## src/rtl/counter_pkg.sv

```systemverilog
// counter_pkg: shared state type and width helper for the temporal counter library
package counter_pkg;
  typedef enum logic [1:0] {IDLE, ACTIVE, HOLD} encoder_state_t;
  function automatic int cnt_width(input int max_value);
    return (max_value < 1) ? 1 : $clog2(max_value + 1);
  endfunction
endpackage

```

## src/rtl/encoder_negedge.sv

```systemverilog
// encoder_negedge: temporal encoder, value carried by the falling edge of a high pulse of MAX_VALUE-value cycles
//   clock, reset          : rising-edge clock, async active-high reset
//   in_valid/in_ready     : handshake, transfer when both high at a rising edge
//   in_value              : value to encode, values above MAX_VALUE clamp to MAX_VALUE
//   cancel                : synchronous abort, also blocks a transfer in IDLE
//   outgoing_line, done   : registered coded line and one-cycle frame-complete pulse
//   busy                  : frame or guard interval in progress
module encoder_negedge
  import counter_pkg::*;
#(
  parameter int MAX_VALUE   = 8,
  parameter int HOLD_CYCLES = 2,
  localparam int W  = cnt_width(MAX_VALUE),
  localparam int HW = cnt_width(HOLD_CYCLES - 1)
) (
  input  logic         clock,
  input  logic         reset,
  input  logic         in_valid,
  output logic         in_ready,
  input  logic [W-1:0] in_value,
  input  logic         cancel,
  output logic         outgoing_line,
  output logic         done,
  output logic         busy
);
  localparam logic [W-1:0]  MAXV  = W'(MAX_VALUE);
  localparam logic [HW-1:0] HOLDV = HW'(HOLD_CYCLES - 1);
  encoder_state_t state_q, state_d;
  logic line_q, line_d, done_q, done_d;
  logic [W-1:0] pulse_q, pulse_d, n;
  logic [HW-1:0] hold_q, hold_d;
  assign n = (in_value > MAXV) ? '0 : MAXV - in_value;
  assign in_ready = state_q == IDLE;
  assign busy = state_q != IDLE;
  assign outgoing_line = line_q;
  assign done = done_q;
  always_comb begin
    state_d = state_q;
    line_d  = line_q;
    done_d  = 1'b0;
    pulse_d = pulse_q;
    hold_d  = hold_q;
    if (cancel) begin
      state_d = IDLE;
      line_d  = 1'b0;
    end else begin
      case (state_q)
        IDLE: if (in_valid) begin
          state_d = (n != '0) ? ACTIVE : HOLD;
          line_d  = n != '0;
          done_d  = n == '0;
          pulse_d = n;
          hold_d  = HOLDV;
        end
        ACTIVE: if (pulse_q == W'(1)) begin
          state_d = HOLD;
          line_d  = 1'b0;
          done_d  = 1'b1;
          hold_d  = HOLDV;
        end else pulse_d = pulse_q - W'(1);
        HOLD: if (hold_q == '0) state_d = IDLE;
              else hold_d = hold_q - HW'(1);
        default: begin
          state_d = IDLE;
          line_d  = 1'b0;
        end
      endcase
    end
  end
  always_ff @(posedge clock or posedge reset) begin
    if (reset) begin
      state_q <= IDLE;
      line_q  <= 1'b0;
      done_q  <= 1'b0;
      pulse_q <= '0;
      hold_q  <= '0;
    end else begin
      state_q <= state_d;
      line_q  <= line_d;
      done_q  <= done_d;
      pulse_q <= pulse_d;
      hold_q  <= hold_d;
    end
  end
endmodule

```

## config.mk

```make
export PLATFORM = sky130hd
export DESIGN_NAME = encoder_negedge
export DESIGN_NICKNAME = d
export VERILOG_FILES = /design/src/rtl/counter_pkg.sv /design/src/rtl/encoder_negedge.sv
export SDC_FILE = /design/constraint.sdc
export NUM_CORES = 1
export LEC_CHECK = 0
export ABC_CLOCK_PERIOD_IN_PS = 1900
export CAP_MARGIN = 20
export CORE_MARGIN = 3
export CORE_UTILIZATION = 50
export DETAILED_ROUTE_END_ITERATION = 10
export PLACE_DENSITY = 0.76
export SYNTH_ARGS = -nofsm -noshare
export SYNTH_HDL_FRONTEND = slang
export SYNTH_SLANG_ARGS = --single-unit
```

## constraint.sdc

```tcl
create_clock -name clock -period 1.9 [get_ports clock]
set_input_delay 0.38 -clock clock [delete_from_list [all_inputs] [get_ports clock]]
set_output_delay 0.38 -clock clock [all_outputs]
set_load 0.005 [all_outputs]
```

Word level (Yosys, flattened, before mapping):

Index checks and enable logic that the tools add are counted.

* reductions and logical operators: 10
* mux-type cells: 22
* magnitude comparators: 1
* bitwise logic cells: 1
* add/subtract/negate cells: 3
* eq/ne operators: 10

Operator list (number)
* $mux W4: 3
* $mux W2: 5
* $mux W1: 9
* $ne A2 B2 Y1 const B: 4
* $pmux W4 S2: 1
* $reduce_and A4 Y1: 2
* $ne A3 B3 Y1 const B: 2
* $pmux W1 S3: 2
* $pmux W2 S3: 1
* $reduce_and A3 Y1: 2
* $eq A4 B1 Y1 const B: 1
* $gt A4 B4 Y1 const B: 1
* $logic_not A4 Y1: 1
* $reduce_bool A2 Y1: 2
* $reduce_bool A4 Y1: 1
* $sub A4 B1 Y4 const B: 1
* $sub A4 B4 Y4 const A: 1
* $ne A3 B2 Y1 const B: 1
* $reduce_bool A3 Y1: 1
* $eq A2 B1 Y1 const B: 1
* $eq A2 B2 Y1 const B: 1
* $logic_not A2 Y1: 1
* $pmux W1 S2: 1
* $not A1 Y1: 1
* $sub A1 B1 Y1 const B: 1

* bits of input ports: 8
* logic and storage cells: 52
* register bits after elaboration: 9
* output and inout bits: 4

Logic depth before layout (Yosys ltp):

* depth after elaboration: 7
* mapped depth: 6
* depth with buffers taken out: 6

Worst setup path before layout:

OpenSTA, ideal clock, no wires.

* path type: input port to flip-flop
* from: in in_value[0]
* to: reg state_q[1]
* data required time: 1796 ps
* stages on the path: 6
* library setup time: 104 ps
* arrival: 1675 ps
* buffers on the path: 0
* slack: 121 ps
* cell sequence: inv_1 ha_1 or4b_1 o211ai_2 nor3b_1 o41ai_2

* longest elaborated chain between the ends: 7
* elaborated cells between the ends (all ways): 8
* classes of those cells: 1 x add/sub; 1 x order compare; 5 x mux; 1 x reduce/logical

Ends and longest elaborated chain
* start, declared: RTL line encoder_negedge.sv:20 `input logic [W-1:0] in_value,`
* $sub A4 B4 Y4 / $gt A4 B4 Y1 (equally long branches): RTL line encoder_negedge.sv:32 `assign n = (in_value > MAXV) ? '0 : MAXV - in_value;`
* $mux W4 *: RTL line encoder_negedge.sv:32
* $reduce_bool A4 Y1 *: RTL line encoder_negedge.sv:49 `state_d = (n != '0) ? ACTIVE : HOLD;`
* $mux W2 *: RTL line encoder_negedge.sv:49
* $mux W2 *: RTL line encoder_negedge.sv:48 `IDLE: if (in_valid) begin`
* $pmux W2 S3 *: RTL line encoder_negedge.sv:47 `case (state_q)`
* $mux W2 *: RTL line encoder_negedge.sv:43 `if (cancel) begin`
* end signal, assigned: RTL line encoder_negedge.sv:78 `state_q <= state_d;`
* end, declared: RTL line encoder_negedge.sv:28 `encoder_state_t state_q, state_d;`

Mark *: on every way between the ends. The rest lies on a longest branch, timed or not. The select of a mux whose other input is x is not followed.
A chain may end at the register's enable or synchronous reset.

Final worst setup path:

Same ends and word-level chain as after synthesis.

==> flow_summary.ini <==
[yosys]
number_of_synthesized_flops_with_an_enable_pin = 0
synth.ff_latch_count = 9
syn_area_per_cell_sq_um = 8.81
post_synth_instance_area_sq_um = 687
ys_top_cells_by_count = 9 x sky130_fd_sc_hd__dfrtp_1, 7 x sky130_fd_sc_hd__a21oi_1, 7 x sky130_fd_sc_hd__inv_1
yosysWarnings = 0
synth.most_common_cell = sky130_fd_sc_hd__dfrtp_1
top_cell_type_s_share_of_synthesized_area_pct = 32.8
yosysTopAreaCell = sky130_fd_sc_hd__dfrtp_1
async_reset_ff_share_pct = 100
synth_ff_type = sky130_fd_sc_hd__dfrtp_1
synth.top_cells.by_area = sky130_fd_sc_hd__dfrtp_1 33%, sky130_fd_sc_hd__ha_1 5.5%, sky130_fd_sc_hd__a21oi_1 5.1%
synth.lib_cells_used.distinct = 34
synthesis.nets = 89
syn_inst = 78
sequential_fraction_of_the_synthesis_area_pct = 32.8

[routing]
post_drt_via_cell_ratio = 5.84
drt_iter0_markers = 16
via_count = 672
ant_nets = 0
drc_errors = 0
post_drt_wl_per_cell_um = 15.0
first_pass_iters = 6
detail_route.wirelength_um = 1720

[placed_design]
dp_hpwl_um = 1210
dpl_cell_area_sq_um = 880
numPortBuffers = 11
preCtsSetupSlack_ns = -0.465
gp_congestion = 0.744
numPlacedInstances = 111

[grt]
grt.total_usage_pct = 21.3
grt_pass1_wl_um = 2870
maximum_number_of_pins_on_one_net_before_global_route_repair = 12
grt_total_ovfl = 0
first_global_vias = 665
initial_antenna_violation_count = 0

[layout]
diode_insertion_count_for_antenna_repair = 0
postLayoutCoreUtil_pct = 78.1
ff_latch_area_sq_um = 225
finalInstanceArea_sq_um = 938
flow.area_growth_from_synthesis_pct = 36.6
fillers = 90
num-nets-final = 113
stdcell_count = 115
multiInputGateArea_sq_um = 462
share_of_final_layout_standard_cells_stronger_than_drive_strength_1_pct = 23.8

[die]
die_w_um = 43.1
rows = 12
placeableCoreArea_sq_mm = 0.00120
area_enclosed_by_the_die_boundary_sq_mm = 0.00185
die_height_um = 43.1
ios = 12
start_util_pct = 57.2

[outcome]
result_of_the_run = completed

[critical_path]
crit_required_ns = 2.07
timing.critical_path.max_delay_family = simple AND/OR/NAND/NOR gates
cp_data_arrival_time_ns = 2.01
critPathMaxStageDelay_ns = 0.55
timing.critical_path.to_type = register
critical_path_buf_inv_count = 2
crit_path_start_kind = primary input
worstPathMaxFanout = 3
worstPathCellList = dlygate4sd2_1 > inv_2 > ha_4 > or4b_4 > o211ai_4 > nor3b_2 > o41ai_2
kind_of_critical_path = primary input to register
slowest_stage = sky130_fd_sc_hd__or4b_4

[power_and_ir_drop]
total_internal_power_mw = 0.449
pwr-share-seq_pct = 38.5
power.net_switching_mw = 0.246
comb_power_share_pct = 39.1
power.density_cell_area_mw_per_mm2 = 741
max-vdd-ir-drop_mv = 0.426
power_switching_share_pct = 35.3
total_leakage_power_nw = 0.413
p_clk_share_pct = 22.3

[clock_tree]
clockBufferDepth = 2
clock_insertion_delay_worst_skew_ns = 0.27
htree_num_levels = 1
root_buffer = sky130_fd_sc_hd__clkbuf_4
tritoncts = yes
clkSinkCount = 9
cts.clk_slew.worst_paths_ns = 0.06
cts_made_buffers = 3

[sta]
tightestPinTransition_ns = 0.406
timing.slew.headroom_pct = 72.8
timing.final.max_slew_violations = 0
fmax_ghz = 0.543
final.hold.worst_slack_ns = 0.375
min_period_over_period_pct = 96.9
clock_skew_ns = 0.000226
setup_ws_ns = 0.0597
setup_viol = 0
post_layout_minimum_cycle_time_ns = 1.84
final_hold_viol_count = 0

[worst_hold_path]
worst_hold_path_type = primary input to asynchronous set/reset pin

[job]
drv.max_cap_violation_count = 0
[sequential cells by signal, summed over array words and instances (netlist names)]
signal,flops
hold_q,1
pulse_q,4
state_q,2
outgoing_line,1
done,1
[path summary, 6_finish.rpt]
kind | startpoint | end | slack, ns | cells past startpoint
worst min register to register | hold_q | hold_q | 0.55 | 1
worst max-delay path | in_value[0] | state_q[1] | 0.06 | 7
worst max register to register | pulse_q[1] | state_q[1] | 0.20 | 6
max in group asynchronous | reset | state_q[1] | 1.27 | 2
worst min-delay path | reset | pulse_q[3] | 0.37 | 2
min in group clock | hold_q | hold_q | 0.55 | 1
[placed cells by master (no fill, tap or decap), types with 2 or more instances in the layout]
master / n
sky130_fd_sc_hd__nand4b_1: 2
sky130_fd_sc_hd__buf_4: 10
sky130_fd_sc_hd__o211ai_1: 2
sky130_fd_sc_hd__nand3_1: 2
sky130_fd_sc_hd__dfrtp_1: 9
sky130_fd_sc_hd__nand2_1: 6
sky130_fd_sc_hd__nor2b_1: 2
sky130_fd_sc_hd__nor3b_2: 2
sky130_fd_sc_hd__a21oi_1: 7
sky130_fd_sc_hd__clkbuf_4: 3
sky130_fd_sc_hd__nand2b_1: 5
sky130_fd_sc_hd__inv_1: 5
sky130_fd_sc_hd__nor2_1: 6
sky130_fd_sc_hd__ha_1: 2
sky130_fd_sc_hd__dlygate4sd2_1: 3
sky130_fd_sc_hd__nor3_1: 2
sky130_fd_sc_hd__clkdlybuf4s50_1: 8
sky130_fd_sc_hd__inv_2: 2
[metrics by stage]
stage          total power, mW  setup TNS, ns
5_1_grt                  0.743        -0.0144
3_5_place_dp             0.531          -1.53
6_report                 0.695              0
3_3_place_gp             0.523          -1.34
2_1_floorplan            0.424              0
4_1_cts                  0.686              0
[worst register-to-register path: stages (launching register included)]
cell and delay [ns]:
sky130_fd_sc_hd__dfrtp_1 0.39, sky130_fd_sc_hd__inv_1 0.09, sky130_fd_sc_hd__ha_1 0.13, sky130_fd_sc_hd__nor3b_2 0.36, sky130_fd_sc_hd__nand2_1 0.15, sky130_fd_sc_hd__nor3b_2 0.21, sky130_fd_sc_hd__o41ai_2 0.27
[power by group through the flow]
stage	clock, mW	sequential (mW)	combinational, mW
floorplan	0	0.262	0.162
global placement	0	0.269	0.254
detailed placement	0	0.270	0.261
CTS	0.156	0.266	0.264
global route	0.168	0.272	0.303
finish	0.155	0.268	0.272
[what timing repair did]
| item | CTS | global route |
|---|---|---|
| buffers inserted | 0 | 0 |
| pin swaps | 4 | 2 |
| endpoints found under the setup margin | 5 | 2 |
| resized for setup | 8 | 2 |
| hold buffers | 0 | 0 |
[cells by family (layout without fill, tap and decap cells)]
kind of cell / after synthesis / in the layout / synth area share [%]
and+or+nand+nor: 34 / 34 / 29.0
AOI/OAI and AO/OA: 22 / 22 / 26.2
DFF: 9 / 9 / 32.8
buffers and inverters: 9 / 32 / 5.28
adders and majority gates: 3 / 3 / 5.47
xor gates and xnor gates: 1 / 1 / 1.28
[cell type report]
class | instances | area share, %
well taps | 14 | 1.87
flip-flops and latches | 9 | 24.0
multi-input cells | 60 | 49.2
clock buffers | 4 | 2.80
repair buffers | 21 | 19.3
inverters | 7 | 2.80
[metal layers]
layer  track usage (%)  wire length [um]  vias to the layer above
li1                  -                 -                      332
met1              23.6               791                      317
met2              35.0               811                       19
met3              7.20                79                        4
met4              12.0                41                        0
met5                 0                 0                        -
Power figures use the tool's default switching activity.
==> RTL edit 1 (same flow settings) <==
`MAX_VALUE`: 8 -> 16.
--- a/src/rtl/encoder_negedge.sv
+++ b/src/rtl/encoder_negedge.sv
@@ -10,3 +10,3 @@
 #(
-  parameter int MAX_VALUE   = 8,
+  parameter int MAX_VALUE   = 16,
   parameter int HOLD_CYCLES = 2,
Ports: changed (resized in_value); port bits go from 12 to 13. The function was not compared with the original's and may differ.
==> RTL edit 1 against the original RTL <==
  * Sequential cell count grew 1
  * Area after synthesis up 8.6%
  * Power up 47%
  * Wire length increased by 27%
  * Worst setup slack lost 0.021 ns
  * Cell count up 17%
  * First-iteration DRC count did not move
  * Final area is 20% higher
  * Fmax shrank 1.1%
  * Register-to-register slack got worse by 0.16 ns
  * Critical path type is now register to register
  * Highest routed layer unchanged
==> RTL edit 1: results (changes against the original RTL) <==
Sequential share of the synthesized area: 33.6% (was 32.8%)
Peak VDD IR: 487 uV (was 426 uV)
Placed standard-cell area: 0.00102 sq mm (was 880 sq um)
Met1 GRT Util: 27.8% (was 23.6%)
Syn_nets: 95 (was 89)
Worst Path Max Fanout: 6 (was 3)
Gate power share: 52.6% (was 39.1%)
All-Layer GR Usage: 23.3% (was 21.3%)
Area contributors post-synth: dfrtp_1 (34%), nor2_1 (5.5%), ha_1 (5.0%) (was dfrtp_1 (33%), ha_1 (5.5%), a21oi_1 (5.1%))
Share of cells above drive strength 1: 37.0% (was 23.8%)
Avg Vias per Cell: 6.34 (was 5.84)
Clk_skew: 0.00446 ns (was 0.000226 ns)
Hold slack final: 0.388 ns (was 0.375 ns)
Root buf cell: clkbuf_4 (unchanged)
Static Leak: 0.505 nW (was 0.413 nW)
CP peak stage delay: 0.50 ns (was 0.55 ns)
Crit path to: pulse_q[1]$_DFFE_PP0P_ (was state_q[1]$_DFFE_PP0P_)
Post-synth top cells: nor2_1 (11), dfrtp_1 (10), inv_1 (9) (was dfrtp_1 (9), a21oi_1 (7), inv_1 (7))
Status: finished, final reports clean (unchanged)
Worst slack, placed: -0.345 ns (was -0.465 ns)
Combinational power: 0.539 mW (was 0.272 mW)
Area share of the largest cell type after synthesis: 33.6% (was 32.8%)
DP HPWL: 1.45 mm (was 1.21 mm)
Met3 Track Usage GR: 3.25% (was 7.20%)
R2r setup slk: 0.04 ns (was 0.20 ns)
Met2 Resource Use GR: 39.3% (was 35.0%)
Worst-margin pin slew: 0.467 ns (was 0.406 ns)
First-pass GRT wire length: 3.37 mm (was 2.87 mm)
IO Port Bufs: 12 (was 11)
Mean Syn Cell Area: 8.98 sq um (was 8.81 sq um)
Pre-Repair DR Iteration Count: 4 (was 6)
Vias in the first global route: 788 (was 665)
Final Cell Area: 0.00112 sq mm (was 938 sq um)
Largest registers: pulse_q x5, state_q x2 (was pulse_q x4, state_q x2)
Cts repair resizes: 5 (was 8)
Reg2Reg Depth: 7 (was 6)
Flop pwr share: 32.5% (was 38.5%)
Worst Setup SP: pulse_q[1]$_DFFE_PP0P_ (was in_value[0])
Arrival @ worst endpoint: 2.05 ns (was 2.01 ns)
Internal power: 0.636 mW (was 0.449 mW)
[RTL edit 1: changes by cell type after synthesis, sizes merged, moves of 3 or more]
cell / unedited run / this run
o211ai: 3 / 0
nor2: 6 / 11
nor3: 2 / 5
nand2b: 5 / 1
nand2: 6 / 2
[RTL edit 1: routing by layer]
layer	vias to the layer above	wire [um]
li1	395	-
met1	408	908
met2	41	1110
met3	6	129
met4	0	42
met5	-	0
[RTL edit 1: final cells by class]
class	count	share of cell area (%)
clock buffer	3	2.00
inverter	9	3.01
sequential	10	22.3
tap	15	1.67
timing repair buffer	34	25.4
multi-input combinational	63	45.7
[RTL edit 1: kinds of logic (layout without fill, tap and decap cells)]
logic type / count (synthesis) / count (layout) / share of synthesized area, %
and+or+nand+nor: 31 / 31 / 22.3
muxes: 2 / 2 / 2.85
adders and majority gates: 3 / 3 / 5.03
buffers and inverters: 11 / 46 / 6.71
AOI/OAI and AO/OA: 24 / 25 / 27.2
DFF: 10 / 10 / 33.6
xor gates and xnor gates: 2 / 2 / 2.35
==> RTL edit 2 (same settings) <==
Made on the original files. The 3 states of `encoder_state_t` get a one-hot encoding in 3 bits.
--- a/src/rtl/counter_pkg.sv
+++ b/src/rtl/counter_pkg.sv
@@ -2,3 +2,3 @@
 package counter_pkg;
-  typedef enum logic [1:0] {IDLE, ACTIVE, HOLD} encoder_state_t;
+  typedef enum logic [2:0] {IDLE = 3'b001, ACTIVE = 3'b010, HOLD = 3'b100} encoder_state_t;
   function automatic int cnt_width(input int max_value);
Function: no difference found for any inputs over 10 cycles, from zero or initial values and one cycle with reset high; not proved beyond that.
==> RTL edit 2 against the original RTL <==
  * Power grew 6.1%
  * Register-to-register slack got worse by 0.099 ns
  * Wire length increased by 2.4%
  * Final area up 13%
  * Critical path depth decreased by 2
  * Sequential cell count increased by 1
  * Critical endpoint is now in_ready
  * Cell count grew 10%
  * Combinational power decreased by 1%
  * Worst setup slack gained 0.042 ns
  * Critical path type is now register to output port
  * Via count grew 8.0%
  * Area after synthesis increased by 11%
  * Fmax rose by 2.3%
==> RTL edit 2: results (changes against the original RTL) <==
Status: finished, final reports clean (unchanged)
Post-synth top cells: dfrtp_1 (9), inv_1 (7), nor2_1 (5), o21ai_0 (5) (was dfrtp_1 (9), a21oi_1 (7), inv_1 (7))
DP HPWL: 1.33 mm (was 1.21 mm)
Sequential Area: 254 sq um (was 225 sq um)
Met3 wire length: 61 um (was 79 um)
Vias in the first global route: 683 (was 665)
Met3 Track Usage GR: 5.98% (was 7.20%)
Clock Network Area Fraction: 3.41% (was 2.80%)
Largest net degree at the start of global routing: 11 (was 12)
Worst path slowest cell: dfstp_2 (was or4b_4)
Final Routed Wirelength: 1.77 mm (was 1.72 mm)
Static Leak: 0.503 nW (was 0.413 nW)
Placed cells: 118 (was 111)
Clk_skew: 0.000384 ns (was 0.000226 ns)
Sink Count: 10 (was 9)
Share of cells above drive strength 1: 31.3% (was 23.8%)
Worst slack, placed: -0.199 ns (was -0.465 ns)
CP peak stage delay: 0.53 ns (was 0.55 ns)
Pre-Repair DR Iteration Count: 4 (was 6)
Met2 wire length: 872 um (was 811 um)
Plain + repair buffers: 29 (was 21)
Flop pwr share: 38.0% (was 38.5%)
DR iter-0 viols: 1 (was 16)
Arrival @ worst endpoint: 1.42 ns (was 2.01 ns)
Postcts setup bufs: 3 (was 0)
All-Layer GR Usage: 20.9% (was 21.3%)
Sw Pwr: 0.221 mW (was 0.246 mW)
DR WL/cell: 13.9 um (was 15.0 um)
Met2 Resource Use GR: 35.3% (was 35.0%)
Mean Syn Cell Area: 9.32 sq um (was 8.81 sq um)
P_seq: 0.281 mW (was 0.268 mW)
Max-slew headroom: 73.0% (was 72.8%)
Syn_nets: 93 (was 89)
First-pass GRT wire length: 3.08 mm (was 2.87 mm)
-- RTL edit 2: worst paths after layout --
path	startpoint	endpoint	slack [ns]	depth (start not counted)
max	state_q[0]$_DFFE_PP1P_	in_ready	0.10	5
min	reset	pulse_q[1]$_DFFE_PP0P_	0.38	2
max reg2reg	state_q[0]$_DFFE_PP1P_	pulse_q[0]$_DFFE_PP0P_	0.10	6
min reg2reg	hold_q$_DFFE_PP0P_	hold_q$_DFFE_PP0P_	0.54	1
max in group asynchronous	reset	state_q[0]$_DFFE_PP1P_	1.22	2
min in group clock	in_valid	state_q[0]$_DFFE_PP1P_	0.49	3
-- RTL edit 2: cells by family after synthesis --
logic type / count (synthesis) / synth area share [%]
AND/OR/NAND/NOR: 35 / 32.6
AO/OA/AOI/OAI: 23 / 21.4
multiplexers: 1 / 1.31
adder cells (fa/ha/maj): 3 / 4.91
buffers and inverters: 10 / 6.87
flip-flops: 10 / 32.9
